===== src/rtl/tl_pkg.sv =====
// -----------------------------------------------------------------------------
// tl_pkg
// Shared types and constants for the traffic-light phase scheduler.
//   phase_t      : phase encoding, also driven out on the scheduler's phase port
//   LED_*        : active-low lamp patterns ([0] red, [1] yellow, [2] green, [3] unused)
//   CFG_SEL_*    : duration-register select codes for configuration writes
//   MAX_DUR      : largest programmable phase duration, seconds
//   cfg_val_ok() : a duration write is legal only for values 1..MAX_DUR
// -----------------------------------------------------------------------------
package tl_pkg;

  typedef enum logic [2:0] {
    NIGHT  = 3'b000,
    GREEN  = 3'b001,
    YEL_RG = 3'b010,
    YEL_GR = 3'b011,
    RED    = 3'b100
  } phase_t;

  localparam logic [3:0] LED_RED   = 4'b1110;
  localparam logic [3:0] LED_YEL   = 4'b1101;
  localparam logic [3:0] LED_GRN   = 4'b1011;
  localparam logic [3:0] LED_OFF   = 4'b1111;
  // XOR mask that flips only the yellow lamp
  localparam logic [3:0] LED_BLINK = 4'b0010;

  localparam logic [1:0] CFG_SEL_RED  = 2'd0;
  localparam logic [1:0] CFG_SEL_YEL  = 2'd1;
  localparam logic [1:0] CFG_SEL_GRN  = 2'd2;
  localparam logic [1:0] CFG_SEL_RSVD = 2'd3;

  localparam logic [6:0] MAX_DUR = 7'd99;

  function automatic logic cfg_val_ok(input logic [6:0] val);
    return (val != 7'd0) && (val <= MAX_DUR);
  endfunction

endpackage


===== src/rtl/tl_bin2bcd.sv =====
// -----------------------------------------------------------------------------
// tl_bin2bcd
// Combinational 7-bit binary to two BCD digits for the seven-segment path.
// Intended input range is 0..99.
//   bin  in  7  binary value
//   tens out 4  bin / 10
//   ones out 4  bin % 10
// -----------------------------------------------------------------------------
module tl_bin2bcd (
  input  logic [6:0] bin,
  output logic [3:0] tens,
  output logic [3:0] ones
);

  // Constant divisor: synthesis reduces this to a small comparator/subtractor net.
  always_comb begin
    tens = 4'(bin / 7'd10);
    ones = 4'(bin % 7'd10);
  end

endmodule


===== src/rtl/tl_phase_scheduler.sv =====
// -----------------------------------------------------------------------------
// tl_phase_scheduler
// Traffic-light phase sequencer: RED -> YEL_RG -> GREEN -> YEL_GR -> RED, one
// step per 1 Hz tick, with programmable durations, night (flashing yellow)
// mode and optional pedestrian shortening of GREEN.
// Optional feature macro: TL_PED_REQ_EN (pedestrian request handling).
// Ports:
//   clk          in   1  system clock
//   rst_n        in   1  synchronous active-low reset
//   tick_1hz     in   1  one-clk enable strobe per second
//   night_req    in   1  night mode request level
//   ped_req      in   1  pedestrian request pulse
//   cfg_we       in   1  duration write strobe
//   cfg_sel      in   2  0=RED 1=YEL 2=GRN 3=reserved
//   cfg_val      in   7  new duration, seconds
//   phase        out  3  current phase
//   remain       out  7  seconds left in current phase
//   remain_tens  out  4  remain / 10
//   remain_ones  out  4  remain % 10
//   led          out  4  active-low lamps
//   ped_ack      out  1  pulse when a pedestrian request is accepted
// -----------------------------------------------------------------------------
module tl_phase_scheduler
  import tl_pkg::*;
#(
  parameter logic [6:0] T_RED_DEF = 7'd25,
  parameter logic [6:0] T_YEL_DEF = 7'd5,
  parameter logic [6:0] T_GRN_DEF = 7'd30,
  parameter logic [6:0] PED_MIN   = 7'd5
) (
  input  logic       clk,
  input  logic       rst_n,
  input  logic       tick_1hz,
  input  logic       night_req,
  input  logic       ped_req,
  input  logic       cfg_we,
  input  logic [1:0] cfg_sel,
  input  logic [6:0] cfg_val,
  output phase_t     phase,
  output logic [6:0] remain,
  output logic [3:0] remain_tens,
  output logic [3:0] remain_ones,
  output logic [3:0] led,
  output logic       ped_ack
);

  phase_t     state_q, state_d;
  logic [6:0] remain_q, remain_d;
  logic [3:0] led_q, led_d;
  logic [6:0] t_red_q, t_red_d;
  logic [6:0] t_yel_q, t_yel_d;
  logic [6:0] t_grn_q, t_grn_d;
  logic [6:0] entry_dur_s;
  logic [3:0] entry_led_s;
  logic       ped_force_s;

  // State, countdown and lamp registers
  always_ff @(posedge clk) begin
    if (!rst_n) begin
      state_q  <= RED;
      remain_q <= T_RED_DEF;
      led_q    <= LED_RED;
    end else begin
      state_q  <= state_d;
      remain_q <= remain_d;
      led_q    <= led_d;
    end
  end

  // Next-state logic: every transition is gated by the tick; night has priority
  always_comb begin
    state_d = state_q;
    if (tick_1hz) begin
      if (night_req) begin
        state_d = NIGHT;
      end else begin
        case (state_q)
          NIGHT:   state_d = RED;
          RED:     state_d = (remain_q == 7'd1) ? YEL_RG : RED;
          YEL_RG:  state_d = (remain_q == 7'd1) ? GREEN  : YEL_RG;
          GREEN:   state_d = (remain_q == 7'd1) ? YEL_GR : GREEN;
          YEL_GR:  state_d = (remain_q == 7'd1) ? RED    : YEL_GR;
          default: state_d = RED;
        endcase
      end
    end else begin
      state_d = state_q;
    end
  end

  // Duration and lamp pattern loaded on entry to the next phase (old register values)
  always_comb begin
    entry_dur_s = t_red_q;
    entry_led_s = LED_RED;
    case (state_d)
      RED:     begin entry_dur_s = t_red_q; entry_led_s = LED_RED; end
      YEL_RG:  begin entry_dur_s = t_yel_q; entry_led_s = LED_YEL; end
      GREEN:   begin entry_dur_s = t_grn_q; entry_led_s = LED_GRN; end
      YEL_GR:  begin entry_dur_s = t_yel_q; entry_led_s = LED_YEL; end
      NIGHT:   begin entry_dur_s = 7'd0;    entry_led_s = LED_YEL; end
      default: begin entry_dur_s = t_red_q; entry_led_s = LED_RED; end
    endcase
  end

  // Output logic: countdown and lamp updates on each tick
  always_comb begin
    remain_d = remain_q;
    led_d    = led_q;
    if (tick_1hz) begin
      if (state_d != state_q) begin
        remain_d = entry_dur_s;
        led_d    = entry_led_s;
      end else if (state_q == NIGHT) begin
        remain_d = 7'd0;
        led_d    = led_q ^ LED_BLINK;
      end else if (ped_force_s) begin
        remain_d = PED_MIN;
        led_d    = led_q;
      end else begin
        // Staying in a normal phase implies remain_q > 1, so no underflow.
        remain_d = remain_q - 7'd1;
        if ((state_q == YEL_RG) || (state_q == YEL_GR)) begin
          led_d = led_q ^ LED_BLINK;
        end else begin
          led_d = led_q;
        end
      end
    end else begin
      remain_d = remain_q;
      led_d    = led_q;
    end
  end

  // Duration register write decode; reserved select and out-of-range values are dropped
  always_comb begin
    t_red_d = t_red_q;
    t_yel_d = t_yel_q;
    t_grn_d = t_grn_q;
    if (cfg_we && cfg_val_ok(cfg_val)) begin
      case (cfg_sel)
        CFG_SEL_RED:  t_red_d = cfg_val;
        CFG_SEL_YEL:  t_yel_d = cfg_val;
        CFG_SEL_GRN:  t_grn_d = cfg_val;
        CFG_SEL_RSVD: t_red_d = t_red_q;
        default:      t_red_d = t_red_q;
      endcase
    end else begin
      t_red_d = t_red_q;
    end
  end

  // Duration registers
  always_ff @(posedge clk) begin
    if (!rst_n) begin
      t_red_q <= T_RED_DEF;
      t_yel_q <= T_YEL_DEF;
      t_grn_q <= T_GRN_DEF;
    end else begin
      t_red_q <= t_red_d;
      t_yel_q <= t_yel_d;
      t_grn_q <= t_grn_d;
    end
  end

`ifdef TL_PED_REQ_EN
  logic ped_lat_q, ped_lat_d;
  logic ped_ack_q, ped_ack_d;
  logic ped_accept_s;

  // Pedestrian accept/latch: a tick consumes the latch; entering night clears it
  always_comb begin
    ped_accept_s = ped_req && (state_q == GREEN) && (remain_q > PED_MIN) &&
                   !ped_lat_q && !(tick_1hz && night_req);
    ped_force_s  = tick_1hz && ped_lat_q && (remain_q > PED_MIN);
    ped_ack_d    = ped_accept_s;
    if (tick_1hz && night_req) begin
      ped_lat_d = 1'b0;
    end else if (ped_accept_s) begin
      ped_lat_d = 1'b1;
    end else if (tick_1hz) begin
      ped_lat_d = 1'b0;
    end else begin
      ped_lat_d = ped_lat_q;
    end
  end

  // Pedestrian latch and acknowledge registers
  always_ff @(posedge clk) begin
    if (!rst_n) begin
      ped_lat_q <= 1'b0;
      ped_ack_q <= 1'b0;
    end else begin
      ped_lat_q <= ped_lat_d;
      ped_ack_q <= ped_ack_d;
    end
  end

  assign ped_ack = ped_ack_q;
`else
  // Feature absent: request input and threshold intentionally unused.
  logic [7:0] ped_unused;
  assign ped_unused  = {ped_req, PED_MIN};
  assign ped_force_s = 1'b0;
  assign ped_ack     = 1'b0;
`endif

  assign phase  = state_q;
  assign remain = remain_q;
  assign led    = led_q;

  tl_bin2bcd u_bcd (
    .bin  (remain_q),
    .tens (remain_tens),
    .ones (remain_ones)
  );

endmodule

===== config.mk =====
export PLATFORM = sky130hd
export DESIGN_NAME = tl_phase_scheduler
export DESIGN_NICKNAME = d
export VERILOG_FILES = /design/src/rtl/tl_pkg.sv /design/src/rtl/tl_bin2bcd.sv /design/src/rtl/tl_phase_scheduler.sv
export SDC_FILE = /design/constraint.sdc
export NUM_CORES = 1
export LEC_CHECK = 0
export ABC_AREA = 1
export BUFFER_PORTS_ARGS = -buffer_cell sky130_fd_sc_hd__buf_2
export CORE_ASPECT_RATIO = 0.5
export CORE_MARGIN = 4
export CORE_UTILIZATION = 60
export CTS_BUF_LIST = sky130_fd_sc_hd__clkbuf_16
export DETAILED_ROUTE_END_ITERATION = 6
export PLACE_DENSITY = 0.95
export RECOVER_POWER = 50
export SLEW_MARGIN = 25
export SYNTH_ARGS = -nofsm -noshare
export SYNTH_HDL_FRONTEND = slang
export SYNTH_HIERARCHICAL = 1
export SYNTH_SLANG_ARGS = --single-unit

===== constraint.sdc =====
create_clock -name clk -period 3.8 [get_ports clk]
set_input_delay 0.57 -clock clk [delete_from_list [all_inputs] [get_ports clk]]
set_output_delay 0.57 -clock clk [all_outputs]
set_load 0.05 [all_outputs]

==> key figures <==
Min path
  • Worst Hold Path EP: t_red_q[0]
  • Hold Path Depth: 2
  • Worst min path class: reg -> reg
  • Critical hold path startpoint: t_red_q[0]

Logic synthesis
  • Avg Cell Area, Syn: 6.56 µm²
  • Synth top cells by count: 89 x nand2_1, 37 x nand3_1, 35 x dfxtp_1
  • Cell taking the most area after synthesis: dfxtp_1
  • Count leader, synth: nand2_1
  • FF+latch count, synth: 35
  • Yosys cell types: 34
  • Synthesized area: 2280 µm²
  • EDFF count, synth: 0
  • YS warnings: 6
  • Post-synth top area share: 0.307
  • Async S/R FF share, synth: 0
  • Syn_nets: 366
  • Sequential share of the synthesized area: 0.307
  • Synth top area cells: dfxtp_1 31%, nand2_1 15%, nand3_1 8.1%, inv_1 5.4%, nor2_1 5.4%
  • Post-synthesis cell count: 348
  • Top FF cell, synth: dfxtp_1

Clock network
  • Reg clk slew, reported paths: 60 ps
  • Clk_lat worst skew: 280 ps
  • CTS tree: yes
  • Num CTS Buffers: 5
  • CTS H-tree lvls: 2
  • Post-CTS setup buffers: 0
  • Root buf cell: clkbuf_16
  • Hold Buf Count CTS: 0
  • Max clock buf depth: 2
  • Post-cts sizing count: 0
  • TritonCTS sink count: 35

Critical path
  • Worst-path fanout max: 7
  • Setup CP Type: reg -> out
  • RR Startpoint: remain[1]
  • Reg-to-Reg End: led[1]
  • Reg2reg setup slack: 1590 ps
  • Path depth of the worst reg2reg path: 16
  • Arrival @ worst endpoint: 2640 ps
  • Worst setup path startpoint: remain[4]
  • Crit path required time: 3230 ps
  • CP Launch Type: flip-flop
  • Worst setup EP type: primary output

Floorplan
  • Die Span Y: 51.6 µm
  • Die width: 95.2 µm
  • Core ar.: 3550 µm²
  • Cell Rows: 15
  • Starting Density: 0.644
  • Ports: 38
  • Die area: 4920 µm²

Timing
  • RSZ-0062 raised after global routing: no
  • Final Hold Fails: 0
  • Final Skew: 4.61 ps
  • Fin crit period: 3210 ps
  • Tcrit/Tclk final: 0.846
  • Endpoints failing setup: 0
  • Relative max-transition margin: 0.576
  • Fmax: 311 MHz
  • Final Slew Violations: 0
  • Final setup TNS: 0 ps
  • Slew @ Worst Pin: 638 ps

Layout
  • Area occupied by multi-input gates: 1350 µm²
  • Sequential cell area: 701 µm²
  • Share of cells above drive strength 1: 0.188
  • Layout area overhead: 13.4%
  • Nets: 400
  • Antenna diodes: 0
  • Fillers: 256
  • Finished Cell Area: 2590 µm²
  • Finished Layout Cells: 434

Detailed routing
  • DRT iter0 DRCs: 258
  • Via count: 2500
  • First-pass iteration count of the detailed router: 6
  • Antenna viol nets, final: 0
  • DRC errors left: 0
  • Drt total wl: 6290 µm
  • Via/cell ratio: 5.76
  • Routed len/inst: 14.5 µm

GRT
  • Initial antenna violation count: 0
  • GR Util All Layers: 0.268
  • Largest net degree at the start of global routing: 26
  • First-pass GRT wire length: 10200 µm
  • Grt ovf: 0
  • Vias in the first global route: 2270

Run
  • MaxCap Viol Count: 0

Run status
  • Run status: finished, final reports clean

Power
  • Max IR drop VDD: 0.235 mV
  • PwrDens: 477 nW/µm²
  • Leak pwr: 1.25 nW

Placement
  • Final HPWL DP: 3950 µm
  • Placed cell area: 2480 µm²
  • Placed Cells: 426
  • I/O Buffers: 35
  • Final GP Congestion: 0.916
final cells by class:
class | count | area share
Multi-Input combinational cell | 259 | 0.521
Sequential cell | 35 | 0.271
Inverter | 44 | 0.0648
Timing Repair Buffer | 37 | 0.0633
Clock buffer | 5 | 0.0483
Tap cell | 51 | 0.0246
Clock inverter | 3 | 0.00773
sequential cells by signal, summed over array words and instances, names as in the netlist:
signal,flops
led,4
remain,7
t_red_q,7
t_grn_q,7
t_yel_q,7
phase,3
critical path, cell delays in order, from the launching register on:
cell and delay [ps]:
dfxtp_1 490, inv_2 100, a21oi_2 240, nand2_4 100, nand2_4 90, nand2_2 70, nand3_2 80, nand2_2 60
nand2_2 70, nand2_1 80, nand2_1 90, inv_1 50, ha_1 190, inv_1 70, nand3_2 110, nand3_2 110
nand2_1 50, nand2_1 50, buf_2 250
where the power goes:
group	leakage [nW]	internal, mW	total, mW	switching [mW]
clock network	0.0674	0.241	0.397	0.155
registers	0.287	0.389	0.415	0.0258
logic	0.900	0.107	0.424	0.317
routing by layer:
| layer | wire [µm] | GRT usage |
|---|---|---|
| met3 | 648 | 0.0665 |
| met1 | 2430 | 0.304 |
| met5 | 0 | 0 |
| met2 | 2930 | 0.477 |
| met4 | 284 | 0.129 |
metrics by stage:
step	power (mW)	util	worst slack (ps)	hold WS (ps)
detailed placement	0.835	0.698	909	427
global placement	0.821	0.698	1020	423
floorplan	0.753	-	154	421
global route	1.29	0.730	356	505
CTS	1.23	0.739	607	455
finish	1.24	0.730	587	473
placed cells by master (no fill, tap or decap), types with 4 or more instances in the layout:
cell type	count
a21oi_1	13
buf_2	20
clkbuf_1	17
clkbuf_16	5
dfxtp_1	35
inv_1	33
inv_2	8
nand2_1	90
nand2_2	13
nand2_4	5
nand3_1	38
nand3_2	5
nand4_1	8
nor2_1	33
nor3_1	5
o211ai_1	4
o21ai_0	18
o21ai_1	5
xor2_1	4
worst max-delay path by stage:
stage / depth (start not counted) / slack (ps) / to
final: 18 / 590 / remain_ones[1]
after global routing: 18 / 360 / remain_ones[1]
after CTS: 18 / 610 / remain_ones[1]
after detailed placement: 18 / 910 / remain_ones[1]
after global placement: 18 / 1020 / remain_ones[2]
after floorplan: 17 / 150 / remain_ones[1]
cell families after synthesis:
group,synth area share
and+or+nand+nor,0.442
DFF,0.307
other,0.00164
AOI/OAI and AO/OA,0.118
adders and majority gates,0.0164
xor gates and xnor gates,0.0153
buffers and inverters,0.0997
Power figures use the tool's default switching activity.
